==> src/rtl/mem_arb_pkg.sv <==
// mem_arb_pkg: shared types and constants for the two-port memory arbiter.
//   arb_state_t : transaction sequencer states
//   PORT_IF     : index of the instruction-fetch requester
//   PORT_LSU    : index of the load/store requester
//   WORD_W      : requester transaction width
package mem_arb_pkg;

  localparam int WORD_W = 16;

  localparam logic [0:0] PORT_IF  = 1'b0;
  localparam logic [0:0] PORT_LSU = 1'b1;

  typedef enum logic [2:0] {
    IDLE = 3'd0,
    B0   = 3'd1,
    B1   = 3'd2,
    B2   = 3'd3,
    ACK  = 3'd4
  } arb_state_t;

endpackage

==> src/rtl/rr_arbiter2.sv <==
// rr_arbiter2: two-requester round-robin arbiter.
//   clk_i, rst_i : clock, synchronous active-high reset
//   req_i[1:0]   : request vector
//   update_i     : commit the current grant as the last-served port
//   gnt_o[1:0]   : one-hot grant (combinational from req_i and pointer)
module rr_arbiter2 (
  input  logic       clk_i,
  input  logic       rst_i,
  input  logic [1:0] req_i,
  input  logic       update_i,
  output logic [1:0] gnt_o
);

  // Index of the port served last; reset to 1 so port 0 wins the first tie.
  logic ptr_q, ptr_d;

  always_comb begin
    gnt_o = 2'b00;
    case (req_i)
      2'b01:   gnt_o = 2'b01;
      2'b10:   gnt_o = 2'b10;
      2'b11:   gnt_o = ptr_q ? 2'b01 : 2'b10;
      default: gnt_o = 2'b00;
    endcase
  end

  always_comb begin
    ptr_d = ptr_q;
    if (update_i && (gnt_o != 2'b00)) ptr_d = gnt_o[1];
  end

  always_ff @(posedge clk_i) begin
    if (rst_i) ptr_q <= 1'b1;
    else       ptr_q <= ptr_d;
  end

endmodule

==> src/rtl/mem_arbiter.sv <==
// mem_arbiter: shares one byte-wide memory between instruction fetch (port 0)
// and the load/store unit (port 1). Each 16-bit transaction is sequenced as two
// big-endian byte accesses (A = high byte, A+1 = low byte).
//   clk, rst                 : clock, synchronous active-high reset
//   pN_req/we/addr/wdata     : requester N transaction (level req, held to ack)
//   pN_ack, pN_rdata         : one-cycle completion pulse, held read result
//   mem_addr/wdata/we/cs     : registered memory control and write byte
//   mem_rdata                : memory read byte, valid one cycle after address
//   busy                     : a transaction is in progress
// The memory data path is kept as separate write/read byte ports here;
// mem_we qualifies the cycles in which mem_wdata may drive the shared bus.
module mem_arbiter
  import mem_arb_pkg::*;
#(
  parameter int ADDR_W = 16,
  parameter int DATA_W = 8
) (
  input  logic                clk,
  input  logic                rst,
  input  logic                p0_req,
  input  logic                p1_req,
  input  logic                p0_we,
  input  logic                p1_we,
  input  logic [ADDR_W-1:0]   p0_addr,
  input  logic [ADDR_W-1:0]   p1_addr,
  input  logic [2*DATA_W-1:0] p0_wdata,
  input  logic [2*DATA_W-1:0] p1_wdata,
  output logic                p0_ack,
  output logic                p1_ack,
  output logic [2*DATA_W-1:0] p0_rdata,
  output logic [2*DATA_W-1:0] p1_rdata,
  output logic [ADDR_W-1:0]   mem_addr,
  output logic [DATA_W-1:0]   mem_wdata,
  input  logic [DATA_W-1:0]   mem_rdata,
  output logic                mem_we,
  output logic                mem_cs,
  output logic                busy
);

  localparam int TW = 2 * DATA_W;

  arb_state_t state_q, state_d;

  // Transaction latched at arbitration time.
  logic              port_q, port_d;
  logic              we_q, we_d;
  logic [ADDR_W-1:0] addr_q, addr_d;
  logic [TW-1:0]     wdata_q, wdata_d;
  logic [DATA_W-1:0] rbuf_q, rbuf_d;

  // Registered outputs.
  logic              ack0_q, ack0_d, ack1_q, ack1_d;
  logic [TW-1:0]     rdata0_q, rdata0_d, rdata1_q, rdata1_d;
  logic [ADDR_W-1:0] maddr_q, maddr_d;
  logic [DATA_W-1:0] mwdata_q, mwdata_d;
  logic              mwe_q, mwe_d, mcs_q, mcs_d, busy_q, busy_d;

  logic [1:0] gnt;
  logic       arb_upd;

  rr_arbiter2 u_rr (
    .clk_i    (clk),
    .rst_i    (rst),
    .req_i    ({p1_req, p0_req}),
    .update_i (arb_upd),
    .gnt_o    (gnt)
  );

  // State register (also holds every other registered value).
  always_ff @(posedge clk) begin
    if (rst) begin
      state_q  <= IDLE;
      port_q   <= 1'b0;
      we_q     <= 1'b0;
      addr_q   <= '0;
      wdata_q  <= '0;
      rbuf_q   <= '0;
      ack0_q   <= 1'b0;
      ack1_q   <= 1'b0;
      rdata0_q <= '0;
      rdata1_q <= '0;
      maddr_q  <= '0;
      mwdata_q <= '0;
      mwe_q    <= 1'b0;
      mcs_q    <= 1'b0;
      busy_q   <= 1'b0;
    end else begin
      state_q  <= state_d;
      port_q   <= port_d;
      we_q     <= we_d;
      addr_q   <= addr_d;
      wdata_q  <= wdata_d;
      rbuf_q   <= rbuf_d;
      ack0_q   <= ack0_d;
      ack1_q   <= ack1_d;
      rdata0_q <= rdata0_d;
      rdata1_q <= rdata1_d;
      maddr_q  <= maddr_d;
      mwdata_q <= mwdata_d;
      mwe_q    <= mwe_d;
      mcs_q    <= mcs_d;
      busy_q   <= busy_d;
    end
  end

  // Next-state and transaction latch.
  always_comb begin
    state_d = state_q;
    port_d  = port_q;
    we_d    = we_q;
    addr_d  = addr_q;
    wdata_d = wdata_q;
    arb_upd = 1'b0;
    case (state_q)
      IDLE: begin
        if (gnt != 2'b00) begin
          arb_upd = 1'b1;
          state_d = B0;
          port_d  = gnt[1];
          we_d    = gnt[1] ? p1_we    : p0_we;
          addr_d  = gnt[1] ? p1_addr  : p0_addr;
          wdata_d = gnt[1] ? p1_wdata : p0_wdata;
        end
      end
      B0:      state_d = B1;
      B1:      state_d = we_q ? ACK : B2;
      B2:      state_d = ACK;
      ACK:     state_d = IDLE;
      default: state_d = IDLE;
    endcase
  end

  // Outputs are registered, so they are decoded from the state being entered
  // and the transaction fields being latched on the same edge.
  always_comb begin
    mcs_d    = 1'b0;
    mwe_d    = 1'b0;
    maddr_d  = '0;
    mwdata_d = '0;
    ack0_d   = 1'b0;
    ack1_d   = 1'b0;
    busy_d   = (state_d != IDLE);
    rbuf_d   = rbuf_q;
    rdata0_d = rdata0_q;
    rdata1_d = rdata1_q;
    case (state_d)
      B0: begin
        mcs_d    = 1'b1;
        mwe_d    = we_d;
        maddr_d  = addr_d;
        mwdata_d = wdata_d[TW-1:DATA_W];
      end
      B1: begin
        mcs_d    = 1'b1;
        mwe_d    = we_d;
        maddr_d  = addr_d + ADDR_W'(1);   // wraps modulo 2^ADDR_W
        mwdata_d = wdata_d[DATA_W-1:0];
      end
      ACK: begin
        if (port_d == PORT_LSU) ack1_d = 1'b1;
        else                    ack0_d = 1'b1;
      end
      default: ;
    endcase
    // mem_rdata lags the address by one cycle: the high byte arrives while in
    // B1 and the low byte while in B2.
    if (state_q == B1 && !we_q) rbuf_d = mem_rdata;
    if (state_q == B2) begin
      if (port_q == PORT_LSU) rdata1_d = {rbuf_q, mem_rdata};
      else                    rdata0_d = {rbuf_q, mem_rdata};
    end
  end

  assign p0_ack    = ack0_q;
  assign p1_ack    = ack1_q;
  assign p0_rdata  = rdata0_q;
  assign p1_rdata  = rdata1_q;
  assign mem_addr  = maddr_q;
  assign mem_wdata = mwdata_q;
  assign mem_we    = mwe_q;
  assign mem_cs    = mcs_q;
  assign busy      = busy_q;

endmodule
==> config.mk <==
export PLATFORM = sky130hd
export DESIGN_NAME = mem_arbiter
export DESIGN_NICKNAME = d
export VERILOG_FILES = /design/src/rtl/mem_arb_pkg.sv /design/src/rtl/rr_arbiter2.sv /design/src/rtl/mem_arbiter.sv
export SDC_FILE = /design/constraint.sdc
export NUM_CORES = 1
export LEC_CHECK = 0
export ABC_AREA = 1
export CAP_MARGIN = 20
export CORE_MARGIN = 2
export CORE_UTILIZATION = 40
export CTS_CLUSTER_DIAMETER = 120
export DETAILED_ROUTE_END_ITERATION = 8
export PLACE_DENSITY = 0.69
export SLEW_MARGIN = 20
export SYNTH_ARGS = -nofsm -noshare
export SYNTH_HDL_FRONTEND = slang
export SYNTH_SLANG_ARGS = --single-unit
==> constraint.sdc <==
create_clock -name clk -period 2.7 [get_ports clk]
set_input_delay 0.54 -clock clk [delete_from_list [all_inputs] [get_ports clk]]
set_output_delay 0.54 -clock clk [all_outputs]
set_load 0.05 [all_outputs]
### Yosys cells after proc, flatten, opt, wreduce, memory -nomap -nowiden

Index checks and enable logic that the tools add are counted.

* memories: 0
* output and inout bits: 61
* memory bits (read-only): 0
* register bits after elaboration: 107
* RAM bits: 0
* latch bits: 0

* div/mod/pow operators: 0
* bitwise logic cells: 3
* $lt $le $gt $ge: 0
* muxes and demuxes: 23
* add/sub/neg operators: 1
* shifts and indexed selects: 0
* reduce and logical (&&, ||, !) cells: 11
* multiply operators: 0
* equal/unequal tests: 9

Operator list (number)
* two-way mux 16 bit: 6
* one-hot mux 16 bit (2 select lines): 1
* adder 16 x 1 -> 16 bit (second input constant): 1
* one-hot mux 8 bit (2 select lines): 1
* one-hot mux 3 bit (4 select lines): 1
* two-way mux 1 bit: 10
* equality test 3 x 2 -> 1 bit (second input constant): 3
* equality test 3 x 1 -> 1 bit (second input constant): 2
* two-way mux 3 bit: 2
* one-hot mux 2 bit (3 select lines): 1
* OR reduction 2 bit: 3
* equality test 2 bit (second input constant): 2
* AND reduction 2 bit: 2
* equality test 3 bit (second input constant): 1
* zero test 3 bit: 1
* NOT 1 bit: 3
* nonzero test 3 bit: 1
* equality test 2 x 1 -> 1 bit (second input constant): 1
* logical AND 1 bit: 2
* two-way mux 2 bit: 1
* nonzero test 2 bit: 1
* zero test 1 bit: 1

### Logic depth before layout (Yosys ltp)

* depth after elaboration: 9
* mapped depth: 15
* depth with buffers taken out: 15

### Modules after synthesis

Synthesis repeated with hierarchy kept, for this count alone.

* cells, all modules: 662
* area total of the unflattened synthesis: 4743.3 sq um

By module, submodules not included
* mem_arbiter: area each 4683.2 sq um, times used 1, cells an instance 653
* rr_arbiter2: area each 60.1 sq um, times used 1, cells an instance 9

### Least setup slack after synthesis

OpenSTA, ideal clock, no wires.

* path type: input to register
* start: in p0_req
* end: reg maddr_q[14], in the netlist mem_addr[14]
* path buffers: 1
* stages on the path: 13
* slack: 0.691 ns
* arrival: 1.897 ns
* library setup time: 0.112 ns
* cells stage by stage: nand2_1 -> nand2_2 -> buf_4 -> o21ai_1 -> a21oi_4 -> ha_1 -> nand2_2 -> nor2_4 -> nand4_1 -> nand2_1 -> nand2_1 -> nand2_1 -> nand2_1

* word-level cells in the longest chain between the ends: 7
* elaborated cells on any way between the ends: 14

Ends and longest elaborated chain
* start: declaration: RTL line mem_arbiter.sv:20 `input logic p0_req,`
* equality test 2 bit / equality test 2 x 1 -> 1 bit (equally long branches): RTL line rr_arbiter2.sv:19 `case (req_i)`
* one-hot mux 2 bit (3 select lines) (*): RTL line rr_arbiter2.sv:19
* two-way mux 16 bit / nonzero test 2 bit (equally long branches): RTL line mem_arbiter.sv:121, mem_arbiter.sv:116
* two-way mux 16 bit (*): RTL line mem_arbiter.sv:116 `if (gnt != 2'b00) begin`
* two-way mux 16 bit (*): RTL line mem_arbiter.sv:114 `case (state_q)`
* via addr_d[1]: RTL line mem_arbiter.sv:47 `logic [ADDR_W-1:0] addr_q, addr_d;`
* adder 16 x 1 -> 16 bit (*): RTL line mem_arbiter.sv:156 `maddr_d = addr_d + ADDR_W'(1);`
* one-hot mux 16 bit (2 select lines) (*): RTL line mem_arbiter.sv:146 `case (state_d)`
* end signal: assignment: RTL line mem_arbiter.sv:98 `maddr_q <= maddr_d;`
* end: declaration: RTL line mem_arbiter.sv:54 `logic [ADDR_W-1:0] maddr_q, maddr_d;`

Mark *: on every way through the listed nets, which the timed path passes. The rest lies on a longest branch.
A chain may end at the register's enable or synchronous reset.

### Final worst setup path

* start: in p1_req
* end: reg maddr_q[6], in the netlist mem_addr[6]

* word-level cells in the longest chain between the ends: 7
* elaborated cells on any way between the ends: 14

Ends and longest elaborated chain
* start: declaration: RTL line mem_arbiter.sv:21 `input logic p1_req,`
* equality test 2 bit / equality test 2 x 1 -> 1 bit (equally long branches): RTL line rr_arbiter2.sv:19
* one-hot mux 2 bit (3 select lines) (*): RTL line rr_arbiter2.sv:19
* two-way mux 16 bit / nonzero test 2 bit (equally long branches): RTL line mem_arbiter.sv:121, mem_arbiter.sv:116
* two-way mux 16 bit (*): RTL line mem_arbiter.sv:116
* two-way mux 16 bit (*): RTL line mem_arbiter.sv:114
* via addr_d[1]: RTL line mem_arbiter.sv:47
* adder 16 x 1 -> 16 bit (*): RTL line mem_arbiter.sv:156
* one-hot mux 16 bit (2 select lines) (*): RTL line mem_arbiter.sv:146

Marks and branches as above.

==> results.ini <==
[synth]
yosysSeqAreaShare=0.448
synthDistinctLibCells=33
ys_seq_elements=99
synth_area_um2=4420
syn_nets=718
syn_area_per_cell_um2=6.92
syn_inst=639
ys_warn_count=0

[cts]
cts_buffer_depth=2
hold_buffers=0
cts_resized=0
clk_pin_slew_worst_paths_ns=0.10
cts_num_sinks=99
cts_htree_levels=3
cts_tree=done
cts_setup_buffers=0
cts_buffers=9
cts_root_buffer=clkbuf_8
insertion_delay_ns=0.37

[route]
wl_per_cell_um=14.0
drc=0
wirelength_um=12900
avgViaCountPerCell=4.81
drtAntennaViolNets=0
drtPass1Iterations=4
drt_iter0_markers=185
routed-via-count=4455

[worst_setup_path]
cp.depth=14
crit_type=in2reg
critPathLaunchType=input port
cp_max_fo=9
endpoint=mem_addr[6]
path_buf_inv=3
regToRegSetupSlack_ns=0.62
slowest_stage=clkdlybuf4s50_1
cp.required_ns=2.99
reg2regPathDepth=12
crit_chain=clkdlybuf4s50_1 > inv_2 > nand2_2 > nand3_2 > nand2_2 > inv_2 > a21oi_4 > ha_1 > nand2_2 > nor2_4 > nand2_1 > nand2_1 > nand2_1 > a21oi_1
crit_start=p1_req
cp.arrival_ns=2.55
r2r_start=state_q[1]
crit_path_end_kind=flop
cpPeakStageDelay_ns=0.53
path_delay_family=simple AND/OR/NAND/NOR gates
r2r_end=mem_addr[6]

[sta]
post-route-period-util=0.834
min_period_ns=2.25
hold_viol=0
worstMarginPinSlew_ns=0.684
fin_hold_ws_ns=0.474
skew_ns=0.0146
rsz0062_at_grt=no
fin_setup_tns_ns=0
max_clock_freq_ghz=0.444
slew_headroom=0.544
drv_slew=0
setup_viol=0

[place]
io_buffers=138
dpl.hpwl_um=9540
gp_congestion=0.923
dpl_cell_area_um2=6030

[cells_and_area]
nets=860
area_growth_syn_to_layout_pct=40.6
drive_above_1_share=0.0903
fin_util=0.576
design_area_um2=6220
diodes=0

[floorplan]
start_util=0.410
fp.dieArea_um2=11900
ios=139
coreArea_um2=10800
rows=38
fp.dieW_um=109
die_y_um=109

[pwr]
leakage_nw=2.72
power_density_nw_per_um2=656
ir_drop_mv=0.344

[global_route]
met1_usage=0.267
grt_pass1_vias=4356
grt_max_degree=32
use_met3=0.0371
grt_pass1_wl_um=20500
antenna_found_initial=0
met2_usage=0.389
grt_usage=0.220
grt.overflow.total=0
top_usage_layer=met2

[hold_path]
hp-class=reg2reg
min_path_cells=2

[flow_run]
drv_cap=0

[status]
status=complete, no violations

## worst min-delay path by stage
stage	start	slack [ns]	end
CTS	p1_rdata[14]	0.48	p1_rdata[14]
detailed placement	p1_rdata[10]	0.45	p1_rdata[10]
finish	p1_rdata[1]	0.47	p1_rdata[1]
global placement	p1_rdata[6]	0.46	p1_rdata[6]
floorplan	u_rr.ptr_q	0.44	u_rr.ptr_q
global route	p1_rdata[14]	0.49	p1_rdata[14]
## state kept, by name (all words and copies together) (netlist names)
register and count:
mem_cs 1, p0_rdata 16, p1_rdata 16, mem_addr 16
mem_we 1, u_rr.ptr_q 1, rbuf_q 8, state_q 3
we_q 1, wdata_q 8, p1_ack 1, mem_wdata 8
p0_ack 1, port_q 1, busy 1, addr_q 16
## routing by layer
metal | routed length (um) | vias to the layer above
li1 | - | 2296
met1 | 5650 | 2009
met2 | 6450 | 127
met3 | 606 | 23
met4 | 232 | 0
met5 | 0 | -
## logic make-up after synthesis
logic type,after synthesis,synth area share
DFF,99,0.448
buffers and inverters,101,0.0934
AOI/OAI and AO/OA,105,0.129
and+or+nand+nor,332,0.324
muxes,1,0.00226
adders and majority gates,1,0.00283
## power breakdown
part / total, mW / switching [mW] / internal (mW)
Sequential: 1.69 / 0.0612 / 1.62
Clock: 0.911 / 0.560 / 0.351
Combinational: 1.48 / 0.939 / 0.542
## synth_stat cells, drive strengths merged
master	number	area (um^2)
and2	1	6.26
dfxtp	99	1980
o22ai	8	50.1
inv	68	255
nor3	4	25.0
nand3	38	218
o21a	1	7.51
nand3b	10	75.1
clkbuf	19	71.3
o21ai	57	300
a21oi	36	191
ha	1	12.5
a22o	1	8.76
clkinv	1	3.75
mux2i	1	10.0
nand4	5	31.3
nor2	132	533
a31oi	2	12.5
nand2	142	546
buf	13	82.6
## final cells by class
| type | instances | area [um^2] |
|---|---|---|
| Clock buffer | 9 | 124 |
| Clock inverter | 7 | 60.1 |
| Fill cell | 1038 | 4580 |
| Inverter | 69 | 259 |
| Multi-Input combinational cell | 439 | 2030 |
| Sequential cell | 99 | 1980 |
| Tap cell | 140 | 175 |
| Timing Repair Buffer | 163 | 1590 |
## stage by stage
stage,worst slack [ns],cells,power [mW]
floorplan,0.691,639,2.66
global placement,0.0957,910,3.18
detailed placement,0.0529,910,3.19
CTS,0.443,926,4.10
global route,0.259,926,4.30
finish,0.447,926,4.08
## placed cells by master, fill, tap and decap left out, types with 2 or more instances in the layout
cell type,count
nand2_1,137
clkdlybuf4s50_1,137
nor2_1,123
dfxtp_1,99
inv_1,63
o21ai_0,44
a21oi_1,35
nand3_1,34
buf_4,23
nand3b_1,10
o21ai_1,9
clkbuf_8,9
o22ai_1,8
nor2_2,6
nand2_2,5
inv_2,5
nand4_1,5
o21ai_2,4
nand3_2,3
nor2_4,3
nor3_1,3
a31oi_1,2
clkinvlp_4,2
inv_8,2
buf_12,2
## worst register-to-register path: stages, from the launching register on
cell,delay (ns)
dfxtp_1,0.33
nor2_1,0.24
nand3_2,0.26
nand2_2,0.12
inv_2,0.05
a21oi_4,0.13
ha_1,0.21
nand2_2,0.11
nor2_4,0.17
nand2_1,0.10
nand2_1,0.07
nand2_1,0.05
a21oi_1,0.17
No activity file was read; power rests on OpenSTA's default activity.
